--- src/rtl/uart_rx_frame_parser.sv ---
// Frame parser behind a UART receiver: SYNC, LEN, LEN payload bytes, XOR checksum.
// Payload is buffered and streamed out over valid/ready only after the checksum matches.
module uart_rx_frame_parser #(
   parameter logic [7:0] SYNC_BYTE     = 8'hA5,
   parameter int         MAX_PAYLOAD   = 16,
   parameter int         PAYLOAD_SIZE  = 5,
   parameter int         TIMEOUT_TICKS = 1024,
   parameter int         TIMEOUT_SIZE  = 11
) (
   input  logic       i_clk,
   input  logic       i_rst,
   input  logic [7:0] i_rxdata,
   input  logic       i_recvdata,
   output logic [7:0] o_data,
   output logic       o_valid,
   output logic       o_last,
   input  logic       i_ready,
   output logic       o_frame_err,
   output logic       o_overrun,
   output logic       o_busy
);

   localparam int         AW      = (MAX_PAYLOAD > 1) ? $clog2(MAX_PAYLOAD) : 1;
   localparam logic [7:0] MAX_LEN = 8'(MAX_PAYLOAD);

   typedef enum logic [2:0] {
      ST_HUNT    = 3'd0,
      ST_LEN     = 3'd1,
      ST_PAYLOAD = 3'd2,
      ST_CHECK   = 3'd3,
      ST_DRAIN   = 3'd4
   } state_t;

   state_t                  state, state_nx;
   logic [PAYLOAD_SIZE-1:0] len, len_nx;
   logic [PAYLOAD_SIZE-1:0] idx, idx_nx;
   logic [PAYLOAD_SIZE-1:0] rd, rd_nx;
   logic [7:0]              csum, csum_nx;
   logic [TIMEOUT_SIZE-1:0] tmo, tmo_nx;
   logic [7:0]              buffer [MAX_PAYLOAD];

   logic       wr_en;
   logic       err_nx;
   logic       ovr_nx;
   logic       valid_nx;
   logic       last_nx;
   logic [7:0] data_nx;
   logic       handshake;
   logic       tmo_hit;

   assign handshake = o_valid & i_ready;
   assign tmo_hit   = (tmo == TIMEOUT_SIZE'(TIMEOUT_TICKS - 1));

   // State and parsing counters
   always_ff @(posedge i_clk or posedge i_rst) begin
      if (i_rst) begin
         state <= ST_HUNT;
         len   <= '0;
         idx   <= '0;
         rd    <= '0;
         csum  <= 8'h00;
         tmo   <= '0;
      end else begin
         state <= state_nx;
         len   <= len_nx;
         idx   <= idx_nx;
         rd    <= rd_nx;
         csum  <= csum_nx;
         tmo   <= tmo_nx;
      end
   end

   // Payload buffer
   always_ff @(posedge i_clk or posedge i_rst) begin
      if (i_rst) begin
         for (int i = 0; i < MAX_PAYLOAD; i++) begin
            buffer[i] <= 8'h00;
         end
      end else if (wr_en) begin
         buffer[idx[AW-1:0]] <= i_rxdata;
      end
   end

   // Next-state and counter updates
   always_comb begin
      state_nx = state;
      len_nx   = len;
      idx_nx   = idx;
      rd_nx    = rd;
      csum_nx  = csum;
      tmo_nx   = '0;
      wr_en    = 1'b0;
      err_nx   = 1'b0;
      ovr_nx   = 1'b0;
      case (state)
         ST_HUNT: begin
            if (i_recvdata && (i_rxdata == SYNC_BYTE)) begin
               state_nx = ST_LEN;
            end else begin
               state_nx = ST_HUNT;
            end
         end
         ST_LEN: begin
            if (i_recvdata) begin
               len_nx  = i_rxdata[PAYLOAD_SIZE-1:0];
               csum_nx = i_rxdata;
               if ((i_rxdata == 8'h00) || (i_rxdata > MAX_LEN)) begin
                  err_nx   = 1'b1;
                  state_nx = ST_HUNT;
               end else begin
                  idx_nx   = '0;
                  state_nx = ST_PAYLOAD;
               end
            end else if (tmo_hit) begin
               err_nx   = 1'b1;
               state_nx = ST_HUNT;
            end else begin
               tmo_nx = tmo + TIMEOUT_SIZE'(1);
            end
         end
         ST_PAYLOAD: begin
            if (i_recvdata) begin
               wr_en   = 1'b1;
               csum_nx = csum ^ i_rxdata;
               idx_nx  = idx + PAYLOAD_SIZE'(1);
               if (idx == (len - PAYLOAD_SIZE'(1))) begin
                  state_nx = ST_CHECK;
               end else begin
                  state_nx = ST_PAYLOAD;
               end
            end else if (tmo_hit) begin
               err_nx   = 1'b1;
               state_nx = ST_HUNT;
            end else begin
               tmo_nx = tmo + TIMEOUT_SIZE'(1);
            end
         end
         ST_CHECK: begin
            if (i_recvdata) begin
               if (i_rxdata == csum) begin
                  rd_nx    = '0;
                  state_nx = ST_DRAIN;
               end else begin
                  err_nx   = 1'b1;
                  state_nx = ST_HUNT;
               end
            end else if (tmo_hit) begin
               err_nx   = 1'b1;
               state_nx = ST_HUNT;
            end else begin
               tmo_nx = tmo + TIMEOUT_SIZE'(1);
            end
         end
         ST_DRAIN: begin
            // Bytes arriving while draining are lost, including SYNC_BYTE
            ovr_nx = i_recvdata;
            if (handshake) begin
               rd_nx = rd + PAYLOAD_SIZE'(1);
               if (rd == (len - PAYLOAD_SIZE'(1))) begin
                  state_nx = ST_HUNT;
               end else begin
                  state_nx = ST_DRAIN;
               end
            end else begin
               state_nx = ST_DRAIN;
            end
         end
         default: begin
            state_nx = ST_HUNT;
         end
      endcase
   end

   // Output values for the next cycle, derived from the next state
   always_comb begin
      valid_nx = 1'b0;
      data_nx  = 8'h00;
      last_nx  = 1'b0;
      if (state_nx == ST_DRAIN) begin
         valid_nx = 1'b1;
         data_nx  = buffer[rd_nx[AW-1:0]];
         last_nx  = (rd_nx == (len_nx - PAYLOAD_SIZE'(1)));
      end else begin
         valid_nx = 1'b0;
         data_nx  = 8'h00;
         last_nx  = 1'b0;
      end
   end

   // Registered outputs
   always_ff @(posedge i_clk or posedge i_rst) begin
      if (i_rst) begin
         o_data      <= 8'h00;
         o_valid     <= 1'b0;
         o_last      <= 1'b0;
         o_frame_err <= 1'b0;
         o_overrun   <= 1'b0;
         o_busy      <= 1'b0;
      end else begin
         o_data      <= data_nx;
         o_valid     <= valid_nx;
         o_last      <= last_nx;
         o_frame_err <= err_nx;
         o_overrun   <= ovr_nx;
         o_busy      <= (state_nx != ST_HUNT);
      end
   end

endmodule

--- config.mk ---
export PLATFORM = sky130hd
export DESIGN_NAME = uart_rx_frame_parser
export DESIGN_NICKNAME = d
export VERILOG_FILES = /design/src/rtl/uart_rx_frame_parser.sv
export SDC_FILE = /design/constraint.sdc
export NUM_CORES = 1
export LEC_CHECK = 0
export ABC_AREA = 0
export ABC_CLOCK_PERIOD_IN_PS = 7300
export CORE_MARGIN = 1
export CORE_UTILIZATION = 48
export CTS_CLUSTER_SIZE = 30
export DETAILED_ROUTE_END_ITERATION = 8
export SETUP_SLACK_MARGIN = 0.1
export SLEW_MARGIN = 5
export SYNTH_ARGS = -nofsm -noshare
export SYNTH_HDL_FRONTEND = slang
export SYNTH_SLANG_ARGS = --single-unit
--- constraint.sdc ---
create_clock -name i_clk -period 7.3 [get_ports i_clk]
set_input_delay 1.46 -clock i_clk [delete_from_list [all_inputs] [get_ports i_clk]]
set_output_delay 1.46 -clock i_clk [all_outputs]
set_load 0.005 [all_outputs]
Word level (Yosys, flattened, before mapping). Cells that the tools add are included.

Multiplexer cells: 46. Equality and inequality tests: 14. Reduce and logical (&&, ||, !) cells: 10. Order comparisons: 4. Bitwise operators: 4. Add/subtract/negate cells: 5.

Operators by type and width (number): $bwmux W128 (1); $mux W8 (6); $mux W5 (8); $mux W11 (3); $bmux W8 S4 (1); $demux W8 S4 (1); $mux W3 (7); $pmux W5 S2 (2); $pmux W8 S2 (1); $eq A5 B5 Y1 (3); $pmux W3 S5 (1); $mux W1 (13); $add A11 B1 Y11 const B (1); $eq A11 B10 Y1 const B (1); $add A5 B1 Y5 const B (2); $ge A5 B5 Y1 const B (2); $not A4 Y5 (2); $sub A5 B1 Y5 const B (2); $eq A8 B8 Y1 (1); $eq A8 B8 Y1 const B (1); $gt A8 B5 Y1 const B (1); $logic_not A8 Y1 (1); $xor A8 B8 Y8 (1); $eq A3 B2 Y1 const B (2); 15 further kinds (19).

Logic and storage cells: 111. Register bits: 178. Input bits: 12. Output and inout port bits: 13.

Longest topological paths before layout. Gate-level depths: netlist of run 1.

Word-level depth: 9. Gate-level depth with buffers: 13. Gate-level depth less buffers: 9.

Worst setup path before layout of run 1. OpenSTA, ideal clock, no wires.

Path type: input -> register. Start point: input i_rxdata[6]. End point: register o_data[6]. Arrival time: 3.240 ns. Cell stages on the path: 9. Path buffers: 2. Required time: 7.217 ns. Library setup time: 0.083 ns. Setup slack: 3.978 ns. Cell sequence: xor2_1 -> nor4bb_1 -> and4_1 -> clkbuf_1 -> clkbuf_1 -> nor3_1 -> a221oi_1 -> nand4_1 -> o21ai_0.

Cells in the longest elaborated chain, start to end: 9. Elaborated cells on any way between the ends: 21. Those cells by class: order compare: 1; eq/ne: 3; mux: 13; bitwise: 1; reduce/logical: 3.

RTL lines: start: declaration (line 12) `input logic [7:0] i_rxdata,`; $eq A8 B8 Y1 (line 140) `if (i_rxdata == csum) begin`; $mux W5 (line 140); $mux W5 (line 139) `if (i_recvdata) begin`; $pmux W5 S2 (line 95) `case (state)`; $not A4 Y5 (implied by the code) (line 181) `data_nx = buffer[rd_nx[AW-1:0]];`; $bmux W8 S4 (line 181); $mux W8 (implied by the code) (2 in a row) (line 181); $mux W8 (*) (line 179) `if (state_nx == ST_DRAIN) begin`; named net data_nx[6] (line 47) `logic [7:0] data_nx;`; end signal: assignment (line 200) `o_data <= data_nx;`; end: declaration (line 14) `output logic [7:0] o_data,`.

Mark *: on every way through the listed nets, which the timed path passes. The rest lies on a longest branch. The select of a mux whose other input is x is not followed. A chain may end at the register's enable or synchronous reset.

Worst setup path after layout of run 1.
Start point: input i_rxdata[4]. End point: register o_data[3].

The elaborated chain is that of the path after synthesis.

==> results of run 1 <==
-- state kept, by name, indices dropped and copies added (netlist names), 3 cells and up --
signal and count:
buffer 128, tmo 11, csum 8, o_data 8
idx 5, len 5, rd 5, state 3
-- metrics by stage --
stage,instance area [um^2],utilization (%),setup WS (ns),hold WS [ns],instances
CTS,9830,54.5,2.69,0.493,1013
global route,9830,54.5,2.45,0.507,1013
detailed placement,9240,51.2,2.25,0.480,982
floorplan,8870,-,1.01,0.455,773
finish,9830,54.5,2.64,0.489,1013
global placement,9240,51.2,2.34,0.474,982
-- cell type report --
type                       count  area [um^2]  share of cell area, %
timing repair buffer          34          315                   3.21
sequential                   178         4450                   45.3
inverter                      18         72.6                  0.739
multi-input combinational    523         4110                   41.8
clock buffer                  23          488                   4.97
tap                          229          287                   2.92
clock inverter                 8          103                   1.04
-- worst max-delay path by stage --
stage | end | start
after floorplan | buffer[0] | i_rst
after global routing | o_data[5] | i_rxdata[5]
final | o_data[3] | i_rxdata[4]
after CTS | o_data[3] | i_rxdata[4]
after detailed placement | o_data[3] | i_rxdata[4]
after global placement | o_data[0] | i_rxdata[4]
-- worst register-to-register path: stages, from the launching register on --
cell and delay (ns):
dfrtp_1 0.54, or3b_1 0.49, or3_1 0.62, nand2_2 0.68
nand2_4 0.25, inv_1 0.43, mux2_2 0.38, o21ai_0 0.17
a31oi_1 0.10
-- logic make-up after synthesis --
group,Yosys count,share of synthesized area (%)
simple gates,208,12.3
flops,178,50.2
mux,161,20.2
compound gates,98,7.79
buf+inv,72,3.53
xor+xnor,48,4.89
fa+ha+maj,8,1.13
-- layer usage --
layer  GRT usage (%)  share of wire [%]  vias up  routed length [um]
li1                -                  -     2750                   -
met3            4.97                3.6       42                 807
met2            42.4                 49      136               11100
met1            32.8                 44     3119               10000
met5               0                  0        -                   0
met4            9.12                2.8        0                 640
-- synth_stat cells, types with 6 or more instances --
cell type,count
a221oi_1,8
nor2_1,26
xnor2_1,20
nand4_1,7
and3_1,21
a21boi_0,8
nand2_1,74
buf_2,7
o41ai_1,7
o21ai_0,15
o31ai_1,8
o2bb2ai_1,7
a31oi_1,17
ha_1,8
nor3_1,9
xor2_1,27
clkbuf_1,40
inv_1,18
nand3_1,22
and2_1,8
o211ai_1,9
mux2_2,144
mux2i_1,17
nor4_1,7
dfrtp_1,178
nand2b_1,6
-- power by group through the flow --
stage | clock network (uW) | logic, uW | registers (uW)
6_report | 920 | 869 | 1080
5_1_grt | 967 | 943 | 1080
4_1_cts | 931 | 865 | 1080
3_5_place_dp | 0 | 862 | 1090
3_3_place_gp | 0 | 857 | 1100
2_1_floorplan | 0 | 610 | 1070
==> results_dict.tcl, run 1 <==
set metrics [dict create \
    cp.arrival_ns 4.95 \
    synthesis.area_um2 8870 \
    fmax_ghz 0.215 \
    seqPwrFrac_pct 37.6 \
    fillers 1570 \
    yosysUniqueCellTypes 58 \
    end_kind "flop" \
    hold_depth 1 \
    numCtsBuffers 17 \
    yosysTopAreaCellShare_pct 50.2 \
    p_int_uw 1890 \
    p_per_area_nw_per_um2 292 \
    die_w_um 138 \
    dr.pass1.iters 4 \
    cts_sinks 178 \
    synthCells 773 \
    fp-row-count 49 \
    synth.ff_latch_count 178 \
    grt_pass1_vias 6264 \
    cp.depth 9 \
    gr-usage-all-layers_pct 25.4 \
    synthFlopType "dfrtp_1" \
    nets 792 \
    power.clock.fraction_pct 32.1 \
    cts_resized 0 \
    crit_chain "clkdlybuf4s50_1, xnor2_1, nor4bb_1, and4_1, nor2_2, buf_4, and3_1, o41ai_1, a31oi_1" \
    n_antenna_cell 0 \
    cts.hold.buffers_added 0 \
    drtAntennaViolNets 0 \
    dp_hpwl_um 14900 \
    switchingPower_uw 981 \
    layout_common_cells "178 x dfrtp_1, 144 x mux2_2, 74 x nand2_1" \
    synth-seq-area-share_pct 50.2 \
    fin_crit_sh_pct 63.8 \
    finalSetupViolations 0 \
    gr-total-overflow 0 \
    drive_gt1_share_pct 25.0 \
    rr_endpoint "o_data[2]" \
    cts_tree "built" \
    rsz0062_at_grt "no" \
    r2r-start "state[2]" \
    die_y_um 138 \
    synth_edf_count 0 \
    yosys.area.top_type "dfrtp_1" \
    rrSetupSlack_ns 3.50 \
    holdCritStartpoint "tmo[0]" \
    power_frac_comb_pct 30.3 \
    crit_family "simple AND/OR/NAND/NOR gates" \
    cts_setup_buffers 0 \
    finalHoldViolCount 0 \
    clock_skew_ns 0.00796 \
    maxCapViolations 0 \
    io_pins 25 \
    path_class "input pin to flop" \
    setup_tns_ns 0 \
    crit_path_top_delay_cell "clkdlybuf4s50_1" \
    finalCriticalPeriod_ns 4.66 \
    tightest_slew_ns 1.09 \
    grt_pass1_wl_um 35600 \
    swShare_pct 34.2 \
    syn_nets 793 \
    grt_max_degree 114 \
    io_buffer_count 24 \
    antenna_found_initial 0 \
    viasPerCell 5.97 \
    htreeDepth 4 \
    die_area_um2 19000 \
    clk-insertion-delay-late_ns 0.43 \
    timing.critical_path.buf_inv 2 \
    reg2reg_depth 8 \
    wl_per_cell_um 22.2 \
    critical_path_required_ns 7.60 \
    finalPower_uw 2870 \
    wl_um 22500 \
    status "finished clean" \
    final_common_cell "dfrtp_1" \
    initial_core_util_pct 49.2 \
    max_slew_margin_pct 27.4 \
    synthTopCellsByArea "dfrtp_1 50%, mux2_2 18%, nand2_1 3.1%" \
    vias 6047 \
    place_congestion 0.858 \
    leakage_uw 0.00464 \
    path_clk_slew_ns 0.06 \
    crit_path_max_incr_delay_ns 0.90 \
    crit_path_max_fanout 39 \
    cts_max_path_buffers 2 \
    drv_slew 0 \
    peakVddDrop_mv 0.191 \
    core_region_area_um2 18000 \
    hold_end "tmo[0]" \
    area_delta_synth_final_pct 10.8 \
    yosys_warnings 0 \
    worstSetupStartpointType "input pin" \
    hp-class "flop to flop" \
    drt_iter0_drc 408 \
    drc 0 \
    synth_area_per_cell_um2 11.5 \
    root_buffer "clkbuf_16" \
    ys_async_sr_fraction_pct 100 \
]
No activity file was read; power rests on OpenSTA's default activity.
==> run 2, diff against run 1 <==
--- a/config.mk
+++ b/config.mk
@@ -6,7 +6,7 @@
 export NUM_CORES = 1
 export LEC_CHECK = 0
 export ABC_AREA = 0
-export ABC_CLOCK_PERIOD_IN_PS = 7300
+export ABC_CLOCK_PERIOD_IN_PS = 4650
 export CORE_MARGIN = 1
 export CORE_UTILIZATION = 48
 export CTS_CLUSTER_SIZE = 30
==> constraint.sdc (replaced) <==
create_clock -name i_clk -period 4.65 [get_ports i_clk]
set_input_delay 0.93 -clock i_clk [delete_from_list [all_inputs] [get_ports i_clk]]
set_output_delay 0.93 -clock i_clk [all_outputs]
set_load 0.005 [all_outputs]
==> run 2 against run 1 <==
  * Setup slack worse by 1.5 ns
  * Register-to-register slack got worse by 2.3 ns
  * First-iteration DRC count down 2.2%
  * Critical path type unchanged
  * Largest power group unchanged
  * Highest routed layer unchanged
==> results_dict.tcl, run 2 (same netlist as run 1, synthesis figures left out) <==
set metrics [dict create \
    die_w_um 138 \
    cts.hold.buffers_added 0 \
    setup_tns_ns 0 \
    cp.arrival_ns 3.71 \
    place_congestion 0.882 \
    dr.pass1.iters 6 \
    final_common_cell "dfrtp_1" \
    drc 0 \
    numCtsBuffers 17 \
    finalCriticalPeriod_ns 3.47 \
    cts_resized 0 \
    tightest_slew_ns 1.21 \
    rsz0062_at_grt "no" \
    n_antenna_cell 0 \
    drtAntennaViolNets 0 \
    antenna_found_initial 0 \
    fmax_ghz 0.289 \
    initial_core_util_pct 49.2 \
    finalHoldViolCount 0 \
    gr-usage-all-layers_pct 24.0 \
    drive_gt1_share_pct 26.0 \
    largest-register "buffer" \
    drv_slew 0 \
    fillers 1548 \
    grt_max_degree 179 \
    die_y_um 138 \
    seq_area_um2 4450 \
    gr-total-overflow 0 \
    wl_um 21300 \
    htreeDepth 4 \
    root_buffer "clkbuf_16" \
    dp_hpwl_um 14100 \
    grt_pass1_vias 6020 \
    path_class "input pin to flop" \
    finalSetupViolations 0 \
    vias 6045 \
    viasPerCell 5.90 \
    io_buffer_count 24 \
    path_clk_slew_ns 0.07 \
    nets 802 \
    fp-row-count 49 \
    cts_sinks 178 \
    crit_path_max_fanout 19 \
    cts_setup_buffers 0 \
    maxCapViolations 0 \
    leakage_uw 0.00469 \
    io_pins 25 \
    end_kind "flop" \
    critical_path_required_ns 4.90 \
    peakVddDrop_mv 0.319 \
    core_region_area_um2 18000 \
    top_regs "buffer: 128 flops, tmo: 11 flops" \
    die_area_um2 19000 \
    max_slew_margin_pct 19.1 \
    finalPower_uw 4550 \
    status "finished clean" \
    clock_skew_ns 0.00878 \
    area_delta_synth_final_pct 12.0 \
    cts_max_path_buffers 2 \
    multi_input_area_um2 4110 \
    worstSetupStartpointType "input pin" \
    largest_register_ffs 128 \
    clk-insertion-delay-late_ns 0.43 \
    p_per_area_nw_per_um2 458 \
    hp-class "flop to flop" \
    wl_per_cell_um 20.8 \
    drt_iter0_drc 399 \
    fin_crit_sh_pct 74.5 \
    grt_pass1_wl_um 33500 \
    layout_common_cells "178 x dfrtp_1, 144 x mux2_2, 74 x nand2_1" \
    cts_tree "built" \
]
-- run 2: changes by cell type in the layout (fill, tap and decap cells not counted) --
cell	delta
o21ai_0	+1
buf_4	+9
clkbuf_8	-2
inv_6	+2
buf_12	+1
o21ai_1	-1
clkinvlp_4	+1
bufinv_16	+1
clkinv_4	-1
-- run 2: worst max-delay path, cell delays in order --
cell and delay, ns:
clkdlybuf4s50_1 0.52, nand2_1 0.13, or3_1 0.55, nand2_2 0.39, buf_4 0.33, nor2_1 0.16
and3_1 0.21, o41ai_1 0.38, a31oi_1 0.10
-- run 2: cell type report --
type	count	area share, %
clock buffers	21	4.64
clock inverters	11	1.51
inverters	18	0.718
multi-input cells	523	41.3
flip-flops and latches	178	44.8
well taps	229	2.88
repair buffers	44	4.06
-- run 2: layer usage --
layer	GRT usage (%)	share of wire, %	vias to the layer above
li1	-	-	2777
met3	4.68	3.3	26
met4	8.57	2.1	0
met1	32.7	48	3120
met5	0	0	-
met2	37.9	47	122
-- run 2: power breakdown --
group	internal [uW]	switching (uW)
Combinational	511	858
Clock	878	615
Sequential	1620	72.6
Total	3010	1550
-- run 2: path summary, 6_finish.rpt --
kind                           from   endpoint  slack (ns)  cells after the start
hold reg to reg              tmo[0]     tmo[0]        0.49                      1
max in group asynchronous     i_rst      rd[3]        2.77                      3
min in group asynchronous     i_rst     tmo[4]        1.08                      3
setup / recovery            i_ready  o_data[3]        1.18                      9
setup reg to reg           state[2]  o_data[3]        1.25                      8
hold / removal               tmo[0]     tmo[0]        0.49                      1
-- run 2: through the flow --
stage / cell area, um^2 / setup slack, ns / utilization [%] / hold slack (ns) / std cells
5_1_grt: 9930 / 0.960 / 55.1 / 0.507 / 1024
3_3_place_gp: 9320 / 0.840 / 51.7 / 0.476 / 992
3_5_place_dp: 9320 / 0.788 / 51.7 / 0.484 / 992
6_report: 9930 / 1.18 / 55.1 / 0.494 / 1024
4_1_cts: 9930 / 1.21 / 55.1 / 0.495 / 1024
2_1_floorplan: 8870 / 1.44 / - / 0.455 / 773
==> run 3, diff against run 2 <==
--- a/config.mk
+++ b/config.mk
@@ -6,11 +6,12 @@
 export NUM_CORES = 1
 export LEC_CHECK = 0
 export ABC_AREA = 0
-export ABC_CLOCK_PERIOD_IN_PS = 4650
+export ABC_CLOCK_PERIOD_IN_PS = 3000
 export CORE_MARGIN = 1
 export CORE_UTILIZATION = 48
 export CTS_CLUSTER_SIZE = 30
 export DETAILED_ROUTE_END_ITERATION = 8
+export PLACE_DENSITY = 0.67
 export SETUP_SLACK_MARGIN = 0.1
 export SLEW_MARGIN = 5
 export SYNTH_ARGS = -nofsm -noshare
==> constraint.sdc (replaced) <==
create_clock -name i_clk -period 3 [get_ports i_clk]
set_input_delay 0.6 -clock i_clk [delete_from_list [all_inputs] [get_ports i_clk]]
set_output_delay 0.6 -clock i_clk [all_outputs]
set_load 0.005 [all_outputs]
==> run 3 against run 2 <==
  * Clock power is 46% higher
  * Final cell count is 5.1% higher
  * First-iteration DRC count is 15% lower
  * Clock skew is 0.0047 ns higher
==> results_dict.tcl, run 3 (same netlist as run 1, synthesis figures left out) <==
set metrics [dict create \
    status "finished clean" \
    io_buffer_count 24 \
    root_buffer "clkbuf_16" \
    dr.pass1.iters 5 \
    peakVddDrop_mv 0.501 \
    final_common_cell "dfrtp_1" \
    gr-total-overflow 0 \
    gr-usage-all-layers_pct 25.3 \
    top_regs "buffer: 128 flops, tmo: 11 flops" \
    cts_tree "built" \
    maxCapViolations 0 \
    power.clock.fraction_pct 29.3 \
    power_frac_comb_pct 35.9 \
    htreeDepth 4 \
    drt_iter0_drc 338 \
    multi_input_area_um2 4150 \
    largest_register_ffs 128 \
    drv_slew 0 \
    cp.arrival_ns 3.16 \
    crit_path_max_fanout 17 \
    p_per_area_nw_per_um2 717 \
    drtAntennaViolNets 0 \
    cts_setup_buffers 0 \
    antenna_found_initial 0 \
    seq_area_um2 4450 \
    core_region_area_um2 18000 \
    layout_common_cells "178 x dfrtp_1, 144 x mux2_2, 74 x nand2_1" \
    finalHoldViolCount 0 \
    cts_max_path_buffers 2 \
    initial_core_util_pct 49.2 \
    grt_pass1_vias 6702 \
    swShare_pct 34.3 \
    nets 854 \
    largest-register "buffer" \
    grt_pass1_wl_um 35900 \
    setup_tns_ns 0 \
    drive_gt1_share_pct 31.8 \
    finalSetupViolations 0 \
    dp_hpwl_um 15100 \
    placed_cell_area_um2 9760 \
    fp-row-count 49 \
    n_antenna_cell 0 \
    drc 0 \
    worstSetupStartpointType "flop" \
    fmax_ghz 0.350 \
    cts_sinks 178 \
    hp-class "flop to flop" \
    final_area_um2 10400 \
    die_y_um 138 \
    vias 6296 \
    numCtsBuffers 17 \
    place_congestion 0.878 \
    tightest_slew_ns 1.00 \
    finalCriticalPeriod_ns 2.86 \
    wl_um 22100 \
    end_kind "flop" \
    rsz0062_at_grt "yes" \
    die_w_um 138 \
    clock_skew_ns 0.0135 \
    switchingPower_uw 2550 \
    fin_crit_sh_pct 95.3 \
    leakage_uw 0.00495 \
    io_pins 25 \
    critical_path_required_ns 3.30 \
    grt_max_degree 120 \
    path_class "flop to flop" \
    clk-insertion-delay-late_ns 0.44 \
    die_area_um2 19000 \
    viasPerCell 5.85 \
    path_clk_slew_ns 0.07 \
    fillers 1511 \
    seqPwrFrac_pct 34.8 \
    area_delta_synth_final_pct 17.1 \
    max_slew_margin_pct 32.8 \
    wl_per_cell_um 20.5 \
    p_int_uw 4900 \
]
[run 3: through the flow]
step | setup WS (ns) | instances | hold slack, ns | total power [uW] | util, %
floorplan | 0.119 | 773 | 0.455 | 4090 | -
global placement | -0.167 | 1044 | 0.472 | 5160 | 54.2
detailed placement | -0.261 | 1044 | 0.484 | 5190 | 54.2
CTS | 0.102 | 1076 | 0.492 | 7390 | 57.4
global route | 0.0688 | 1076 | 0.513 | 7780 | 57.6
finish | 0.141 | 1076 | 0.492 | 7450 | 57.6
[run 3: path summary, 6_finish.rpt]
path	end	depth (start not counted)	startpoint	slack (ns)
max	o_data[4]	9	state[0]	0.14
min	tmo[0]	1	tmo[0]	0.49
max reg2reg	o_data[4]	9	state[0]	0.14
min reg2reg	tmo[0]	1	tmo[0]	0.49
max in group asynchronous	tmo[10]	3	i_rst	1.68
min in group asynchronous	buffer[25]	3	i_rst	0.67
[run 3: cell type report]
cell class                 count  area share, %
sequential                   178           42.9
multi-input combinational    523           39.9
timing repair buffer          96           8.12
clock buffer                  19           4.36
tap                          229           2.76
clock inverter                13           1.22
inverter                      18          0.723
[run 3: power groups by stage]
stage	registers (uW)	logic (uW)	clock network, uW
global route	2600	2870	2310
finish	2600	2670	2180
detailed placement	2630	2560	0
CTS	2590	2590	2210
global placement	2640	2520	0
floorplan	2600	1480	0
[run 3: per-layer routing]
metal	wire length (um)	GRT usage, %
met1	9810	32.6
met2	10900	42.5
met3	832	4.35
met4	510	9.48
met5	0	0
[run 3: critical path, stage by stage (launching register included)]
cell	delay, ns
dfrtp_1	0.38
or3b_1	0.40
or3_1	0.35
buf_4	0.19
and3_1	0.18
o31ai_1	0.41
a221oi_2	0.15
buf_4	0.17
o41ai_2	0.38
a31oi_1	0.12
[run 3: timing repair]
item / in CTS / in global routing
resized for setup: 0 / 8
setup endpoints to repair: 0 / 5
hold buffers: 0 / 0
